$ cat config.mk
export PLATFORM = sky130hd
export DESIGN_NAME = keypad_entry_ctrl
export DESIGN_NICKNAME = d
export VERILOG_FILES = /design/src/rtl/keypad_entry_ctrl.sv
export SDC_FILE = /design/constraint.sdc
export NUM_CORES = 1
export LEC_CHECK = 0
export CORE_MARGIN = 1.5
export CORE_UTILIZATION = 30
export CTS_CLUSTER_SIZE = 8
export DETAILED_ROUTE_END_ITERATION = 10
export GPL_TIMING_DRIVEN = 0
export PLACE_DENSITY = 0.6
export SLEW_MARGIN = 20
export SYNTH_ARGS = -nofsm -noshare
export SYNTH_HDL_FRONTEND = slang
export SYNTH_SLANG_ARGS = --single-unit
export TNS_END_PERCENT = 5
$ cat constraint.sdc
create_clock -name clk -period 2.5 [get_ports clk]
set_clock_uncertainty 0.15 [all_clocks]
set_input_delay 0.5 -clock clk [delete_from_list [all_inputs] [get_ports clk]]
set_output_delay 0.5 -clock clk [all_outputs]
set_load 0.02 [all_outputs]
$ cat src/rtl/keypad_entry_ctrl.sv
// Keypad entry controller: debounces the decoder's key-held level, turns each clean
// press into one action, and maintains the three BCD display digits and the record flag.
module keypad_entry_ctrl #(
  parameter logic [15:0] DEBOUNCE_CYCLES = 16'd50000,
  parameter int          CNT_W           = 16
) (
  input  logic       clk,
  input  logic       rst,
  input  logic [3:0] key_val,
  input  logic       key_pressed,
  output logic [3:0] disp_val,
  output logic [3:0] disp_val2,
  output logic [3:0] disp_val3,
  output logic       is_record,
  output logic       key_strobe,
  output logic [3:0] last_key
);

  // state        | meaning
  // IDLE         | no key held, waiting for a rising key level
  // PRESS_WAIT   | key seen, waiting for level and code to stay stable
  // HELD         | press accepted and acted on, waiting for release
  // RELEASE_WAIT | key level low, waiting for it to stay low
  typedef enum logic [1:0] {
    IDLE         = 2'd0,
    PRESS_WAIT   = 2'd1,
    HELD         = 2'd2,
    RELEASE_WAIT = 2'd3
  } state_t;

  localparam logic [15:0]      LAST_16  = DEBOUNCE_CYCLES - 16'd1;
  localparam logic [CNT_W-1:0] CNT_LAST = CNT_W'(LAST_16);

  localparam logic [3:0] KEY_RECORD = 4'hA;
  localparam logic [3:0] KEY_CLEAR  = 4'hC;
  localparam logic [3:0] KEY_BACK   = 4'hF;

  state_t           state, state_n;
  logic [CNT_W-1:0] cnt, cnt_n;
  logic [3:0]       key_lat, key_lat_n;
  logic             commit;
  logic             cnt_done;

  logic [3:0] d1_n, d2_n, d3_n, last_key_n;
  logic       rec_n;

  assign cnt_done = (cnt == CNT_LAST);

  always_ff @(posedge clk or posedge rst) begin
    if (rst) begin
      state   <= IDLE;
      cnt     <= '0;
      key_lat <= 4'h0;
    end else begin
      state   <= state_n;
      cnt     <= cnt_n;
      key_lat <= key_lat_n;
    end
  end

  always_comb begin
    state_n   = state;
    cnt_n     = cnt;
    key_lat_n = key_lat;
    commit    = 1'b0;
    unique case (state)
      IDLE: begin
        if (key_pressed) begin
          state_n   = PRESS_WAIT;
          cnt_n     = '0;
          key_lat_n = key_val;
        end
      end
      PRESS_WAIT: begin
        if (!key_pressed) begin
          state_n = IDLE;
          cnt_n   = '0;
        end else if (key_val != key_lat) begin
          // Code moved under a held key: restart the stability window on the new code.
          key_lat_n = key_val;
          cnt_n     = '0;
        end else if (cnt_done) begin
          state_n = HELD;
          cnt_n   = '0;
          commit  = 1'b1;
        end else begin
          cnt_n = cnt + 1'b1;
        end
      end
      HELD: begin
        if (!key_pressed) begin
          state_n = RELEASE_WAIT;
          cnt_n   = '0;
        end
      end
      RELEASE_WAIT: begin
        if (key_pressed) begin
          state_n = HELD;
          cnt_n   = '0;
        end else if (cnt_done) begin
          state_n = IDLE;
          cnt_n   = '0;
        end else begin
          cnt_n = cnt + 1'b1;
        end
      end
      default: begin
        state_n = IDLE;
        cnt_n   = '0;
      end
    endcase
  end

  // Action applied to the digit registers on the commit cycle.
  always_comb begin
    d1_n       = disp_val;
    d2_n       = disp_val2;
    d3_n       = disp_val3;
    rec_n      = is_record;
    last_key_n = last_key;
    if (commit) begin
      last_key_n = key_lat;
      if (key_lat < 4'd10) begin
        d1_n = disp_val2;
        d2_n = disp_val3;
        d3_n = key_lat;
      end else if (key_lat == KEY_RECORD) begin
        rec_n = ~is_record;
      end else if (key_lat == KEY_CLEAR) begin
        d1_n = 4'd0;
        d2_n = 4'd0;
        d3_n = 4'd0;
      end else if (key_lat == KEY_BACK) begin
        d3_n = disp_val2;
        d2_n = disp_val;
        d1_n = 4'd0;
      end
    end
  end

  always_ff @(posedge clk or posedge rst) begin
    if (rst) begin
      disp_val   <= 4'd0;
      disp_val2  <= 4'd0;
      disp_val3  <= 4'd0;
      is_record  <= 1'b0;
      key_strobe <= 1'b0;
      last_key   <= 4'h0;
    end else begin
      disp_val   <= d1_n;
      disp_val2  <= d2_n;
      disp_val3  <= d3_n;
      is_record  <= rec_n;
      key_strobe <= commit;
      last_key   <= last_key_n;
    end
  end

endmodule

### Word-level counts from Yosys, hierarchy flattened

Cells that the tools add are included.
W data, S select, Z words.

| storage, ports and cells | value |
|---|---|
| register bits | 40 |
| output and inout bits | 18 |

| cells by class | value |
|---|---|
| add/sub/neg operators | 1 |
| order comparisons | 1 |
| equal/unequal tests | 16 |
| mux-type cells | 35 |
| bitwise logic cells | 2 |
| reduce and logical (&&, ||, !) cells | 8 |

Operators with widths:

| operator | number |
|---|---|
| $mux W16 | 6 |
| $pmux W16 S4 | 1 |
| $mux W4 | 15 |
| $add A16 B1 Y16 const B | 1 |
| $eq A16 B16 Y1 const B | 1 |
| $mux W2 | 7 |
| $eq A4 B4 Y1 const B | 3 |
| $ne A2 B2 Y1 const B | 5 |
| $ne A3 B3 Y1 const B | 3 |
| $pmux W2 S4 | 1 |
| $pmux W4 S2 | 1 |
| $reduce_and A3 Y1 | 2 |
| $reduce_and A5 Y1 | 1 |
| $eq A2 B2 Y1 const B | 2 |
| $lt A4 B4 Y1 const B | 1 |
| $mux W1 | 4 |
| $ne A4 B4 Y1 | 1 |
| $reduce_and A4 Y1 | 1 |
| $reduce_bool A3 Y1 | 1 |
| $eq A2 B1 Y1 const B | 1 |
| $logic_not A2 Y1 | 1 |
| $not A1 Y1 | 2 |
| $reduce_and A2 Y1 | 1 |
| $reduce_bool A2 Y1 | 1 |

### Depth between registers and ports, before layout

| logic depth | value |
|---|---|
| word-level depth | 6 |
| gate-level depth with buffers | 8 |

### Worst setup path before layout

Ideal clock, no wire load.

| path | value |
|---|---|
| path kind | register to register |
| from | register cnt[0] |
| to | register disp_val2[0] |
| library setup time | 0.125 ns |
| arrival time | 1.868 ns |
| required time | 2.225 ns |
| slack | 0.357 ns |
| cell stages (with the launch flop) | 9 |
| cell sequence | dfrtp_1 ha_1 and4b_1 and4_1 and4_1 buf_6 o21ai_2 buf_6 mux2_4 |

| on the way | value |
|---|---|
| cells in the longest elaborated chain, start to end | 6 |

RTL lines:

| what | line | RTL |
|---|---|---|
| start: declaration | 39 | `logic [CNT_W-1:0] cnt, cnt_n;` |
| start signal: assignment | 56 | `cnt <= cnt_n;` |
| $eq A16 B16 Y1 | 47 | `assign cnt_done = (cnt == CNT_LAST);` |
| $mux W1 | 82 | `end else if (cnt_done) begin` |
| $mux W1 | 78 | `end else if (key_val != key_lat) begin` |
| $mux W1 | 75 | `if (!key_pressed) begin` |
| $mux W1 | 66 | `unique case (state)` |
| named net commit | 41 | `logic commit;` |
| $reduce_and A3 Y1 (no source line) | -- |  |
| end signal: assignment | 151 | `disp_val2 <= d2_n;` |
| end: declaration | 12 | `output logic [3:0] disp_val2,` |

The timed path passes the listed nets, and every way through them passes these cells.
A chain may end at the register's enable or synchronous reset.

### Worst setup path after layout

| path | value |
|---|---|
| from | input key_val[2] |
| to | register disp_val2[3] |

| on the way | value |
|---|---|
| cells in the longest elaborated chain, start to end | 5 |

RTL lines:

| what | line | RTL |
|---|---|---|
| start: declaration | 9 | `input logic [3:0] key_val,` |
| $ne A4 B4 Y1 | 78 |  |
| $mux W1 | 78 |  |
| $mux W1 | 75 |  |
| $mux W1 | 66 |  |
| named net commit | 41 |  |
| $reduce_and A3 Y1 (no source line) | -- |  |

The timed path passes the listed nets, and every way through them passes these cells.

==> flow_summary_export.csv <==
group,metric,value,unit
power,p_per_area,477,nW/um^2
routing,viasPerCell,4.91,
timing,grt_setup_unrepaired,"true",
global_routing,grt-ovfl-total,0,
critical_path,startpoint_type,"input port",
timing,relSlewSlack,53.2,%
placed_design,gp_congestion,0.839,
clock_network,cts_max_path_buffers,2,
clock_network,numCtsBuffers,5,
final_layout,stdcell_count,335,
final_layout,layout_commonest_cell,"dfrtp_1",
hold_path,hold_path_class,"reg -> reg",
critical_path,ff2ff_path_depth,7,
yosys,ys_seq_area_share,47.1,%
floorplan,rows,30,
clock_network,postCtsSetupRepairBufs,0,
final_layout,fin_nets,246,
yosys,synth_cell_types,36,
final_layout,insertedDiodeCount,0,
clock_network,clk_latency,290,ps
timing,maxSlewViolCount,0,
global_routing,grt_pass1_wl,7560,um
global_routing,antenna_found_initial,0,
timing,max_freq,411,MHz
yosys,synthCells,206,
floorplan,die_x,87.2,um
critical_path,max_stage_delay,440,ps
global_routing,grt_usage,12.8,%
yosys,ys_top_cells_by_area,"dfrtp_1 (47%), mux2_2 (4.8%), a22o_1 (4.5%)",
final_layout,mostFrequentLayoutCells,"dfrtp_1 (40), clkdlybuf4s50_1 (24), nand2_1 (23)",
yosys,netlist_area,2130,um^2
placed_design,hpwl,3120,um
floorplan,die_area,7600,um^2
routing,drt-total-wl,4500,um
global_routing,grt_pass1_vias,1596,
clock_network,tritoncts,"built",
critical_path,crit_buf_inv,3,
final_layout,drive_gt1_share,15.9,%
hold_path,whs_path_depth,1,
yosys,post_synth.cell_area_avg,10.3,um^2
routing,ant_nets,0,
critical_path,path_depth,8,
critical_path,path_class,"in -> reg",
critical_path,cp_cell_sequence,"clkdlybuf4s50_1 -> xor2_1 -> nor4_4 -> and4_1 -> buf_6 -> o21ai_2 -> buf_6 -> mux2_4",
yosys,synth_top_area_cell,"dfrtp_1",
final_layout,register_area,1000,um^2
yosys,synth-seq-cells,40,
critical_path,worst_ep_arrival_time,2460,ps
timing,worstMarginPinSlew,696,ps
routing,vias,1645,
timing,fin_crit_sh,97.2,%
timing,hold_viol,0,
critical_path,worst-path-max-fanout,10,
final_layout,multi_input_area,1010,um^2
timing,setup_viol,0,
clock_network,clk_pin_slew,80,ps
floorplan,io_pins,25,
yosys,yosysWarnings,0,
floorplan,core,6830,um^2
critical_path,cp_data_required_time,2530,ps
final_layout,fillerInstances,712,
timing,tns,0,ps
routing,dr.pass1.iters,4,
power,vdd_drop_max,0.154,mV
flow_run,maxCapViolCount,0,
placed_design,io_buffers,24,
timing,fin_hold_ws,325,ps
placed_design,dp.cells,327,
global_routing,grt_max_degree,22,
critical_path,critPathMostFrequentCell,"buf_6",
yosys,synth_nets,214,
routing,wl_per_cell,13.4,um
yosys,synth_top_area_share,47.1,%
clock_network,clock_sinks,40,
run_status,status,"finished clean",
clock_network,ctsHtreeMaxLevel,2,
floorplan,initial_core_util,31.1,%
routing,route.detailed.drc,0,
timing,fin_crit,2430,ps
critical_path,crit_slowest_cell,"clkdlybuf4s50_1",
final_layout,area_growth,22.8,%
floorplan,die_height,87.2,um
critical_path,worst_setup_path_end_kind,"flop",
critical_path,cpLargestDelayFamily,"buffers and inverters",
routing,drt_iter0_markers,60,
power,power.leakage,1.20,nW
clock_network,root_buffer,"clkbuf_8",
-- synthesized netlist by cell type --
library cell / n
nor4_1: 2
dfrtp_1: 40
o2111a_1: 1
a22o_1: 11
nor2_1: 12
inv_1: 9
a41o_1: 1
a21oi_1: 7
mux2i_1: 5
and3_1: 4
a31oi_1: 8
clkbuf_1: 5
mux2_4: 5
or2_2: 1
a41oi_1: 2
nor4_4: 1
and4_1: 2
a32o_1: 3
xnor2_1: 3
nand2b_1: 2
buf_6: 4
and4b_1: 1
o21ai_2: 1
xor2_1: 9
nor2b_1: 2
nor3_1: 2
and4bb_2: 1
nand4_1: 4
o21ai_0: 7
buf_2: 4
o21ai_1: 1
ha_1: 1
nand3_1: 10
mux2_2: 9
or3_1: 3
nand2_1: 23
-- power by group --
group | leakage, nW | total [mW] | internal (mW) | switching, mW
clock network | 0.0510 | 0.453 | 0.221 | 0.232
registers | 0.522 | 0.657 | 0.654 | 0.00284
logic | 0.626 | 0.135 | 0.0526 | 0.0819
total | 1.20 | 1.24 | 0.927 | 0.317
-- per-layer routing --
layer  track usage [%]  wire length, um  vias up
li1                  -                -      802
met1              15.8             2150      817
met2              21.8             2160       22
met3              3.22              147        4
met4              4.18               41        0
met5                 0                0        -
-- through the flow --
stage / util (%) / setup slack (ps) / area (um^2) / total power, mW
floorplan: - / 357 / 2130 / 0.763
global placement: 36.4 / -254 / 2490 / 0.797
detailed placement: 36.8 / -260 / 2510 / 0.805
CTS: 38.2 / 36.1 / 2610 / 1.26
global route: 38.2 / -4.72 / 2610 / 1.30
finish: 38.2 / 69.5 / 2610 / 1.24
-- flip-flops by register name, indices dropped and copies added (netlist names), 4 cells and up, named ones only --
register   flops
disp_val       4
disp_val2      4
cnt           16
last_key       4
key_lat        4
disp_val3      4
-- cell type report --
type | instances | share of cell area [%]
Clock buffer | 6 | 3.16
Timing Repair Buffer | 25 | 10.3
Multi-Input combinational cell | 144 | 38.7
Tap cell | 96 | 4.60
Inverter | 9 | 1.29
Clock inverter | 2 | 0.383
Sequential cell | 40 | 38.3
Buffer | 13 | 3.26
-- worst register-to-register path, stage by stage (launching register included) --
cell     delay (ps)
dfrtp_1         440
nor4_1          500
and4_1          310
and4_1          220
buf_6           140
o21ai_2          80
buf_6           160
mux2_4          300
-- cell families after synthesis --
group / share of synthesized area [%]
buffers and inverters: 5.53
multiplexers: 10.6
AO/OA/AOI/OAI: 14.1
adder cells (fa/ha/maj): 0.588
AND/OR/NAND/NOR: 17.2
XOR/XNOR: 4.94
flip-flops: 47.1
-- repair_timing --
| action | in CTS | in global routing |
|---|---|---|
| endpoints found under the hold margin | 0 | 0 |
| resized for setup | 0 | 3 |
| hold buffers | 0 | 0 |
| setup endpoints to repair | 0 | 19 |
-- final timing paths --
kind	startpoint	endpoint	slack, ps
setup reg to reg	cnt[10]	disp_val2[3]	90
max in group asynchronous	rst	disp_val3[2]	1320
hold reg to reg	is_record	is_record	320
hold / removal	is_record	is_record	320
setup / recovery	key_val[2]	disp_val2[3]	70
min in group asynchronous	rst	cnt[6]	410
(Power assumes the default switching activity.)
